`src/rtl/rtp_result_collector.sv`:
```
// Result collector and performance monitor for the ray-traversal core: round-robin gathers
// per-channel hit results into a first-word-fall-through FIFO and tracks run statistics.
module rtp_result_collector #(
    parameter int          NUM_CH     = 2,
    parameter int          ID_W       = 32,
    parameter int          T_W        = 32,
    parameter int          FIFO_DEPTH = 16,
    parameter int          CNT_W      = 64,
    parameter int unsigned TIMEOUT    = 1000000,
    parameter logic [T_W-1:0] MISS_VALUE = T_W'(32'h7F7FFFFF),
    localparam int CH_W = (NUM_CH > 1) ? $clog2(NUM_CH) : 1,
    localparam int AW   = (FIFO_DEPTH > 1) ? $clog2(FIFO_DEPTH) : 1
) (
    input  logic                   clock,
    input  logic                   reset,
    input  logic                   start,
    input  logic [NUM_CH-1:0]      ch_valid,
    output logic [NUM_CH-1:0]      ch_ready,
    input  logic [NUM_CH*ID_W-1:0] ch_ray_id,
    input  logic [NUM_CH*T_W-1:0]  ch_hitT,
    input  logic [NUM_CH-1:0]      ch_finish,
    output logic                   out_valid,
    input  logic                   out_ready,
    output logic [ID_W-1:0]        out_ray_id,
    output logic [T_W-1:0]         out_hitT,
    output logic [CH_W-1:0]        out_ch,
    output logic                   busy,
    output logic                   done,
    output logic                   timeout,
    output logic [CNT_W-1:0]       cycle_count,
    output logic [31:0]            result_count,
    output logic [31:0]            miss_count,
    output logic [1:0]             dbg_state
);

    // Handshake: a channel result transfers on a cycle where ch_valid[i] && ch_ready[i];
    // the FIFO head transfers on a cycle where out_valid && out_ready. Valid never waits on ready.

    typedef enum logic [1:0] {S_IDLE = 2'd0, S_RUN = 2'd1, S_DRAIN = 2'd2, S_DONE = 2'd3} state_t;

    state_t            state_q, state_d;
    logic [CH_W-1:0]   rr_q;
    logic [NUM_CH-1:0] fin_q;
    logic [CNT_W-1:0]  cyc_q;
    logic [31:0]       res_q, miss_q, wd_q;
    logic              timeout_q;

    logic [ID_W-1:0]   id_mem [FIFO_DEPTH];
    logic [T_W-1:0]    t_mem  [FIFO_DEPTH];
    logic [CH_W-1:0]   ch_mem [FIFO_DEPTH];
    logic [AW-1:0]     wr_q, rd_q;
    logic [AW:0]       cnt_q;

    logic              fifo_full, fifo_empty, arb_en, enter_run;
    logic              grant_found, accept, pop, is_miss, wd_expire;
    logic [CH_W-1:0]   grant_idx, cand;
    logic [ID_W-1:0]   g_id;
    logic [T_W-1:0]    g_hitT;

    function automatic logic [CH_W-1:0] wrap_add(input logic [CH_W-1:0] p, input int o);
        int c;
        c = int'(p) + o;
        if (c >= NUM_CH) c -= NUM_CH;
        return CH_W'(c);
    endfunction

    assign fifo_full  = (cnt_q == (AW+1)'(FIFO_DEPTH));
    assign fifo_empty = (cnt_q == '0);
    assign arb_en     = (state_q == S_RUN) || (state_q == S_DRAIN);
    assign enter_run  = ((state_q == S_IDLE) || (state_q == S_DONE)) && start;
    assign pop        = !fifo_empty && out_ready;

    // Circular search for the first valid channel starting at the round-robin pointer.
    always_comb begin
        grant_found = 1'b0;
        grant_idx   = '0;
        cand        = '0;
        for (int o = 0; o < NUM_CH; o++) begin
            cand = wrap_add(rr_q, o);
            if (!grant_found && ch_valid[cand]) begin
                grant_found = 1'b1;
                grant_idx   = cand;
            end
        end
    end

    assign accept   = arb_en && grant_found && !fifo_full;
    assign ch_ready = accept ? (NUM_CH'(1) << grant_idx) : '0;
    assign g_id     = ch_ray_id[grant_idx*ID_W +: ID_W];
    assign g_hitT   = ch_hitT[grant_idx*T_W +: T_W];
    assign is_miss  = (g_hitT == MISS_VALUE);
    assign wd_expire = (TIMEOUT != 0) && !accept && (wd_q == TIMEOUT - 1);

    always_comb begin
        state_d = state_q;
        case (state_q)
            S_IDLE:  if (start) state_d = S_RUN;
            S_RUN: begin
                if (&(fin_q | ch_finish)) state_d = S_DRAIN;
                else if (wd_expire)       state_d = S_DONE;
            end
            S_DRAIN: if (fifo_empty && !(|ch_valid)) state_d = S_DONE;
            S_DONE:  if (start) state_d = S_RUN;
            default: state_d = S_IDLE;
        endcase
    end

    always_ff @(posedge clock) begin
        if (reset) begin
            state_q   <= S_IDLE;
            rr_q      <= '0;
            fin_q     <= '0;
            cyc_q     <= '0;
            res_q     <= '0;
            miss_q    <= '0;
            wd_q      <= '0;
            timeout_q <= 1'b0;
        end else begin
            state_q <= state_d;
            if (accept) rr_q <= wrap_add(grant_idx, 1);
            if (enter_run) begin
                fin_q     <= '0;
                cyc_q     <= '0;
                res_q     <= '0;
                miss_q    <= '0;
                wd_q      <= '0;
                timeout_q <= 1'b0;
            end else begin
                if (arb_en && (cyc_q != '1)) cyc_q <= cyc_q + 1'b1;
                if (state_q == S_RUN) fin_q <= fin_q | ch_finish;
                if (accept && (res_q != '1)) res_q <= res_q + 1'b1;
                if (accept && is_miss && (miss_q != '1)) miss_q <= miss_q + 1'b1;
                if ((state_q == S_RUN) && (TIMEOUT != 0)) wd_q <= accept ? '0 : wd_q + 1'b1;
                if ((state_q == S_RUN) && (state_d == S_DONE)) timeout_q <= 1'b1;
            end
        end
    end

    always_ff @(posedge clock) begin
        if (reset || enter_run) begin
            wr_q  <= '0;
            rd_q  <= '0;
            cnt_q <= '0;
        end else begin
            if (accept) wr_q <= wr_q + 1'b1;
            if (pop)    rd_q <= rd_q + 1'b1;
            case ({accept, pop})
                2'b10:   cnt_q <= cnt_q + 1'b1;
                2'b01:   cnt_q <= cnt_q - 1'b1;
                default: cnt_q <= cnt_q;
            endcase
        end
    end

    // Storage needs no reset: occupancy gates everything that reads it.
    always_ff @(posedge clock) begin
        if (accept) begin
            id_mem[wr_q] <= g_id;
            t_mem[wr_q]  <= g_hitT;
            ch_mem[wr_q] <= grant_idx;
        end
    end

    assign out_valid    = !fifo_empty;
    assign out_ray_id   = fifo_empty ? '0 : id_mem[rd_q];
    assign out_hitT     = fifo_empty ? '0 : t_mem[rd_q];
    assign out_ch       = fifo_empty ? '0 : ch_mem[rd_q];
    assign busy         = arb_en;
    assign done         = (state_q == S_DONE);
    assign timeout      = timeout_q;
    assign cycle_count  = cyc_q;
    assign result_count = res_q;
    assign miss_count   = miss_q;
    assign dbg_state    = state_q;

endmodule

```
`config.mk`:
```
export PLATFORM = sky130hd
export DESIGN_NAME = rtp_result_collector
export DESIGN_NICKNAME = d
export VERILOG_FILES = /design/src/rtl/rtp_result_collector.sv
export SDC_FILE = /design/constraint.sdc
export NUM_CORES = 1
export LEC_CHECK = 0
export ABC_CLOCK_PERIOD_IN_PS = 6500
export BUFFER_PORTS_ARGS = -buffer_cell sky130_fd_sc_hd__buf_2
export CORE_MARGIN = 1.5
export CORE_UTILIZATION = 30
export CTS_CLUSTER_SIZE = 40
export DETAILED_ROUTE_END_ITERATION = 8
export GPL_TIMING_DRIVEN = 1
export HOLD_SLACK_MARGIN = 0.02
export SLEW_MARGIN = 20
export SYNTH_ARGS = -nofsm -noshare
export SYNTH_HDL_FRONTEND = slang
export SYNTH_SLANG_ARGS = --single-unit
export TNS_END_PERCENT = 20
```
`constraint.sdc`:
```
create_clock -name clock -period 6.5 [get_ports clock]
set_clock_uncertainty 0.2 [all_clocks]
set_input_delay 0.65 -clock clock [delete_from_list [all_inputs] [get_ports clock]]
set_output_delay 0.65 -clock clock [all_outputs]
set_load 0.02 [all_outputs]
```
# Word-level counts from Yosys, hierarchy flattened
# Memories as Yosys holds them, arrays and structs flattened. A register that Yosys moved wholly into a read port is not among the register bits.
# Index checks and enable logic that the tools add are counted.
# W data, S select, Z words.
[classes]
add_sub_neg = 13
n_lt_le_gt_ge = 5
n_eq_ne = 12
n_shift = 3
mux = 30
bitwise = 1
reduce_logical = 27
[op_table]
columns = ["op", "count"]
rows = [
  ["$shiftx A64 B7 Y32", 2],
  ["$add A32 B1 Y32 const B", 3],
  ["$mux W32", 3],
  ["$add A64 B1 Y64 const B", 1],
  ["$ne A32 B32 Y1 const B", 2],
  ["$ne A64 B64 Y1 const B", 1],
  ["$eq A32 B20 Y1 const B", 1],
  ["$eq A32 B31 Y1 const B", 1],
  ["$mux W4", 6],
  ["$mux W1", 14],
  ["$logic_and A1 B1 Y1", 12],
  ["$mux W2", 5],
  ["$pmux W5 S2", 1],
  ["$add A4 B1 Y4 const B", 2],
  ["$eq A2 B2 Y1 const B", 4],
  ["$pmux W2 S3", 1],
  ["$reduce_or A2 Y1", 3],
  ["$add A5 B1 Y5 const B", 1],
  ["$eq A5 B5 Y1 const B", 1],
  ["$logic_not A1 Y1", 5],
  ["$logic_not A5 Y1", 1],
  ["$sub A5 B1 Y5 const B", 1],
  ["$add A1 B1 Y2 const B", 2],
  ["$eq A2 B1 Y1 const B", 2],
  ["other kinds (10)", 16],
]
[word_totals]
ff_bits = 179
mem_bits_rw = 1040
in_bits = 136
output_inout_bits = 201
word_cells = 105
memories = 3
[memory_table]
columns = ["memory", "depth", "word_bits", "read_ports", "rd_clocked_by_memory_dff", "wr", "line", "rtl"]
rows = [
  ["id_mem", 16, 32, 1, 1, 1, "48", "logic [ID_W-1:0] id_mem [FIFO_DEPTH];"],
  ["t_mem", 16, 32, 1, 1, 1, "49", "logic [T_W-1:0] t_mem [FIFO_DEPTH];"],
  ["ch_mem", 16, 1, 1, 1, 1, "50", "logic [CH_W-1:0] ch_mem [FIFO_DEPTH];"],
]

# Depth between registers and ports, before layout
# Gate-level depths: netlist (run 1).
[logic_depth]
depth_word = 17
depth_mapped = 15

# Worst setup path after synthesis (run 1)
# Ideal clock, no wire load.
[synth_path]
path_type = "register to register"
from = "register state_q[0] (netlist: dbg_state[0])"
to = "memory ch_mem[2] (netlist name) (enable)"
setup_time_ns = 0.568
t_arrival_ns = 6.432
required_ns = 5.732
path_slack_ns = -0.700
path_stages_with_launch = 9
period_less_slack_ns = 7.200
path_cell_list = "dfxtp_1 -> inv_1 -> ha_1 -> o21bai_1 -> a21oi_1 -> clkbuf_1 -> buf_1 -> nand2_1 -> nor3_1"
[synth_between]
elab_chain_cells = 6
elab_cells_between_ends = 7
classes_between = "eq/ne (2); mux (2); reduce/logical (3)"
[synth_rtl]
columns = ["element", "line", "rtl"]
rows = [
  ["start: declaration", "41", "state_t state_q, state_d;"],
  ["start signal: assignment", "119", "state_q <= state_d;"],
  ["$eq A2 B1 Y1 or $eq A2 B2 Y1 (tied branches)", "69", "assign arb_en = (state_q == S_RUN) || (state_q == S_DRAIN);"],
  ["$logic_or A1 B1 Y1 *", "69", ""],
  ["$logic_and A1 B1 Y1 * (2 in a row)", "87", "assign accept = arb_en && grant_found && !fifo_full;"],
  ["$mux W1 *", "157", "if (accept) begin"],
  ["$mux W1 (implied by the code) *", "160", "ch_mem[wr_q] <= grant_idx;"],
  ["end: declaration", "50", ""],
]
# Every way passes the cells marked *; elsewhere a longest branch is shown, timed or not.

==> impl_metrics.tcl, run 1 <==
set metrics [dict create \
    slew_headroom_pct 26.83 \
    overflow 0 \
    clockBufferDepth 3 \
    finalCriticalPeriod_ns 4.673 \
    max_freq_mhz 214.0 \
    internal_power_mw 14.15 \
    pwr-share-comb_pct 15.5 \
    fillCellCount 15440 \
    hold_slack_ns 0.1174 \
    hold_violations 0 \
    track_usage_pct 15.20 \
    period_share_pct 71.90 \
    io_pins 337 \
    dp_slack_ns 2.285 \
    first_pass_iters 5 \
    via_per_inst 5.008 \
    wl_um 128300 \
    ys_top_cells_by_area "edfxtp_1, mux4_2, dfxtp_1, nand2_1, nor2_1" \
    drv.max_cap_violation_count 0 \
    yosysUniqueCellTypes 59 \
    multiInputGateArea_um2 13890 \
    cts_setup_buffers 0 \
    rsz0062_at_grt "false" \
    synthDominantCellAreaShare_pct 63.32 \
    async_reset_ff_share_pct 0 \
    synth_area_leader_cell "edfxtp_1" \
    fp-row-count 148 \
    syn_nets 3025 \
    ant_nets 0 \
    die_x_um 408.5 \
    post_drt_wl_per_cell_um 23.13 \
    holdCritPathClass "in -> reg" \
    synth_edf_count 1040 \
    leakage_nw 18.49 \
    clkLatencyLatePin_ns 0.77 \
    grt_pass1_vias 28340 \
    clkPwrFrac_pct 37.1 \
    p_per_area_nw_per_um2 332.2 \
    status "finished, final reports clean" \
    grt_pass1_wl_um 188200 \
    arrival_ns 3.82 \
    drt_iter0_markers 2012 \
    drive_above_1_share_pct 28.05 \
    tritoncts "done" \
    cts_buffers 133 \
    ys_seq_area_share_pct 70.75 \
    seqCellArea_um2 34910 \
    layout_common_cells "edfxtp_1, buf_2, mux4_2" \
    switching_power_mw 5.169 \
    syn-cell-area_um2 49320 \
    ys_warn_count 0 \
    pwr-share-seq_pct 47.4 \
    final.setup.worst_slack_ns 1.827 \
    cts_sinks 1223 \
    grt_max_degree 101 \
    die-area_um2 166800 \
    clk_pin_slew_ns 0.06 \
    end_kind "output port" \
    power.share.switching_pct 26.76 \
    start_kind "flop" \
    ir_drop_uv 270.5 \
    vias 27790 \
    tightest_slew_ns 1.098 \
    path_max_fanout 42 \
    final_common_cell "edfxtp_1" \
    worstPathRequired_ns 5.65 \
    die_y_um 408.5 \
    port_buffers 336 \
    cts_root_buf "clkbuf_16" \
    hpwlAfterDp_um 78850 \
    h-tree-depth 4 \
    area_delta_synth_final_pct 17.91 \
    place_congestion 0.7977 \
    syn_avg_cell_area_um2 17.16 \
    synth_seq_cells 1223 \
    layout.nets 3415 \
    synth-main-ff-cell "edfxtp_1" \
    finalPower_mw 19.32 \
    setup_violations 0 \
    synthCells 2874 \
    final-max-slew-violation-count 0 \
    grt_antenna_before_repair 26 \
    crit_type "reg -> out" \
    core_area_um2 163000 \
    start_util_pct 30.26 \
    drc_errors 0 \
    ctsResizeCount 0 \
]
## power groups by stage
stage	registers [mW]	logic [mW]	clock network, mW
floorplan	9.31	1.87	0
global placement	9.31	3.06	0
detailed placement	9.32	3.08	0
CTS	9.16	3.09	7.34
global route	9.18	3.26	7.63
finish	9.15	3.00	7.17
## registers in the layout (all words and copies together) (netlist names), 2 cells and up, named ones only
register	count
miss_count	32
cnt_q	5
t_mem	512
wr_q	4
rd_q	4
dbg_state	2
wd_q	32
cycle_count	64
id_mem	512
ch_mem	16
result_count	32
fin_q	2
## worst paths after layout
| kind | start | endpoint | slack, ns | cells after the start |
|---|---|---|---|---|
| worst max-delay path | flop | out_hitT[30] | 1.83 | 5 |
| worst min-delay path | start | dbg_state[1] | 0.12 | 4 |
| worst max register to register | dbg_state[0] | cnt_q[4] | 2.24 | 13 |
| worst min register to register | fin_q[1] | fin_q[1] | 0.28 | 2 |
## layout make-up
cell class	count	area share [%]
sequential	1223	60.03
multi-input combinational	1478	23.89
clock buffer	180	6.223
tap	2175	4.680
timing repair buffer	401	4.084
clock inverter	56	0.8779
inverter	27	0.1786
antenna	8	0.03443
## cell usage after synthesis, types with 16 or more instances
master and count:
edfxtp_1 1040, mux4_2 325, nand2_1 295, dfxtp_1 183, nor2_1 138, clkbuf_1 99
a21oi_1 79, nand4_1 73, nor2b_1 69, nand3_1 64, o21ai_0 60, or3_1 55
xor2_1 47, buf_1 32, nor3_1 32, xnor2_1 32, or4_1 31, inv_1 25
and3_1 22, o211ai_1 17, o31ai_1 16
## critical path: stages (launching register included)
cell and delay (ns):
dfxtp_4 0.97, buf_4 0.55, mux4_2 0.57, mux4_2 0.55
nor2b_1 0.23, buf_2 0.18
## routing by layer
metal	up-vias	wire, um	share of wire [%]	global-route usage (%)
li1	12240	-	-	-
met3	192	8965	7.0	3.741
met4	32	2595	2.0	3.935
met5	-	206	0.16	0
met2	868	62210	48	24.99
met1	14460	54330	42	20.05
## through the flow
step | util (%) | area, um2 | TNS, ns | cells
finish | 35.68 | 58150 | 0 | 5548
CTS | 35.65 | 58100 | 0 | 5539
floorplan | - | 49320 | -119.07 | 2874
global placement | 33.07 | 53890 | 0 | 5298
global route | 35.68 | 58140 | 0 | 5545
detailed placement | 33.10 | 53940 | 0 | 5300
## repair_timing
action / 4_1_cts / 5_1_grt
endpoints found under the hold margin: 5 / 0
endpoints found under the setup margin: 0 / 0
hold buffers: 3 / 0
## logic make-up (layout without fill, tap and decap cells)
family	Yosys count	in the layout	synth area share [%]
buffers and inverters	173	664	1.380
AO/OA/AOI/OAI	204	204	2.463
XOR/XNOR	79	79	1.403
multiplexers	332	332	14.98
other	0	8	0
adder cells (fa/ha/maj)	15	15	0.3806
flip-flops	1223	1223	70.75
AND/OR/NAND/NOR	848	848	8.636
No activity file was read; power rests on OpenSTA's default activity.
==> run 2, diff against run 1 <==
Settings changed: ABC_AREA from default to 1, ABC_CLOCK_PERIOD_IN_PS 6500 to 4500.
Clock period 6.5 ns to 4.5 ns, I/O delays scaled along.
==> impl_metrics.tcl, run 2 <==
set metrics [dict create \
    overflow 0 \
    ys_seq_area_share_pct 67.07 \
    synthDominantCellAreaShare_pct 60.03 \
    clkPwrFrac_pct 31.4 \
    place_congestion 0.9057 \
    r2r_slack_ns 1.09 \
    h-tree-depth 3 \
    path_max_fanout 230 \
    hold_slack_ns 0.09416 \
    grt_pass1_wl_um 238500 \
    synth-main-ff-cell "edfxtp_1" \
    clkLatencyLatePin_ns 0.75 \
    status "finished, final reports clean" \
    io_pins 337 \
    crit_type "reg -> out" \
    syn_nets 4915 \
    vias 38030 \
    setup_violations 0 \
    synth.mux.area_fraction_pct 0 \
    internal_power_mw 20.72 \
    fin_area_um2 60450 \
    final-max-slew-violation-count 0 \
    syn-cell-area_um2 52020 \
    rr_worst_depth 14 \
    hpwlAfterDp_um 98300 \
    slew_headroom_pct 28.56 \
    syn_avg_cell_area_um2 10.92 \
    layout.nets 5176 \
    synth_compound_gate_area_share_pct 12.87 \
    min_to "t_mem[15][28]" \
    rr_endpoint "miss_count[8]" \
    power.share.switching_pct 34.48 \
    grt_max_degree 231 \
    p_per_area_nw_per_um2 523.2 \
    synth_edf_count 1040 \
    yosys-top-cells-count "edfxtp_1, nor2_1, nand2_1" \
    final_common_cell "edfxtp_1" \
    drv.max_cap_violation_count 0 \
    finalCriticalPeriod_ns 4.194 \
    pwr-share-comb_pct 26.3 \
    post_dp_cell_area_um2 56500 \
    drc_errors 0 \
    worstReg2RegStart "rr_q" \
    ir_drop_uv 471.0 \
    synth_area_leader_cell "edfxtp_1" \
    synthAdderAreaFrac_pct 0.3608 \
    arrival_ns 3.54 \
    start_util_pct 30.26 \
    via_per_inst 5.109 \
    period_share_pct 93.20 \
    fp-row-count 152 \
    drt_iter0_markers 3925 \
    clk_pin_slew_ns 0.06 \
    yosysUniqueCellTypes 46 \
    hold_violations 0 \
    cts_setup_buffers 0 \
    ys_top_cells_by_area "edfxtp_1, dfxtp_1, nor2_1, o21ai_0, nand2_1" \
    hold_depth 4 \
    holdCritPathClass "in -> reg" \
    switching_power_mw 10.90 \
    synth_xor_area_share_pct 1.465 \
    tightest_slew_ns 1.072 \
    core_area_um2 171900 \
    synth_seq_cells 1223 \
    rsz0062_at_grt "false" \
    final.setup.worst_slack_ns 0.3059 \
    layout_common_cells "edfxtp_1, nor2_1, nand2_1" \
    first_pass_iters 6 \
    grt_pass1_vias 36760 \
    fillCellCount 17060 \
    ant_nets 0 \
    async_reset_ff_share_pct 0 \
    cp_slowest_cell "buf_12" \
    ys_warn_count 0 \
    holdCritStartpoint "ch_hitT[28]" \
    die_x_um 419.4 \
    pwr-share-seq_pct 42.4 \
    start_kind "flop" \
    slowest_delay_ns 0.65 \
    synth_top_family_by_area "simple AND/OR/NAND/NOR gates" \
    dp_slack_ns 0.6546 \
    cts_buffers 120 \
    cts_root_buf "clkbuf_16" \
    max_freq_mhz 238.4 \
    cts_hold_buffers 7 \
    die_y_um 419.4 \
    yosys.area_share.simple_pct 14.35 \
    end_kind "output port" \
    worstPathRequired_ns 3.85 \
    drive_above_1_share_pct 12.59 \
    track_usage_pct 18.01 \
    port_buffers 336 \
    wl_um 162000 \
    clockBufferDepth 3 \
    die-area_um2 175900 \
    grt_antenna_before_repair 18 \
    post-synth-top-count-cell "edfxtp_1" \
    crit_chain "buf_12, o21ai_0, o22ai_1, o211ai_1, a21oi_1, buf_2" \
    post_drt_wl_per_cell_um 21.76 \
    area_delta_synth_final_pct 16.20 \
    cts_sinks 1223 \
    tritoncts "done" \
    ctsResizeCount 0 \
    synthCells 4764 \
    leakage_nw 20.22 \
]
run 2: metrics by stage:
| step | utilization, % | instances | power [mW] | setup TNS [ns] |
|---|---|---|---|---|
| after floorplan | - | 4764 | 18.72 | -687.46 |
| after global placement | 32.86 | 7206 | 21.93 | 0 |
| after detailed placement | 32.86 | 7206 | 22.07 | 0 |
| after CTS | 35.16 | 7440 | 31.95 | 0 |
| after global routing | 35.16 | 7440 | 33.09 | 0 |
| final | 35.16 | 7443 | 31.63 | 0 |
run 2: worst max-delay path by stage:
| stage | startpoint | endpoint | slack [ns] | depth (start not counted) |
|---|---|---|---|---|
| detailed placement | ch_valid[0] | miss_count[28] | 0.65 | 12 |
| finish | flop | out_ray_id[28] | 0.31 | 6 |
| CTS | flop | out_ray_id[28] | 0.20 | 6 |
| floorplan | dbg_state[0] | ch_mem[0] | -0.70 | 9 |
| global placement | ch_valid[0] | miss_count[17] | 0.68 | 12 |
| global route | flop | out_ray_id[28] | 0.04 | 6 |
run 2: metal layers:
metal	routed length, um	GRT usage [%]
met1	66720	22.98
met2	79230	30.96
met3	11870	3.707
met4	4116	4.587
met5	27	0
run 2: area by class of cell:
class	count	area, um2	share of cell area, %
Clock buffer	151	3192	5.280
Clock inverter	76	675.6	1.118
Tap cell	2310	2890	4.781
Timing Repair Buffer	425	2655	4.392
Sequential cell	1223	34910	57.74
Inverter	225	865.8	1.432
Multi-Input combinational cell	3030	15260	25.24
Antenna cell	3	7.507	0.01242
run 2: critical path: cells and delay by family, from the launching register on:
family | cells | cell delay (ns)
compound gates | 4 | 1.11
buf+inv | 2 | 0.92
flops | 1 | 0.56
run 2: logic make-up after synthesis:
family / Yosys count
flops: 1223
compound gates: 1134
fa+ha+maj: 15
xor+xnor: 87
buf+inv: 511
simple gates: 1794
run 2: power groups by stage:
stage | Clock [mW] | Sequential, mW | Combinational (mW)
floorplan | 0 | 13.6 | 5.13
global placement | 0 | 13.6 | 8.30
detailed placement | 0 | 13.6 | 8.42
CTS | 10.1 | 13.4 | 8.44
global route | 10.5 | 13.4 | 9.12
finish | 9.93 | 13.4 | 8.31
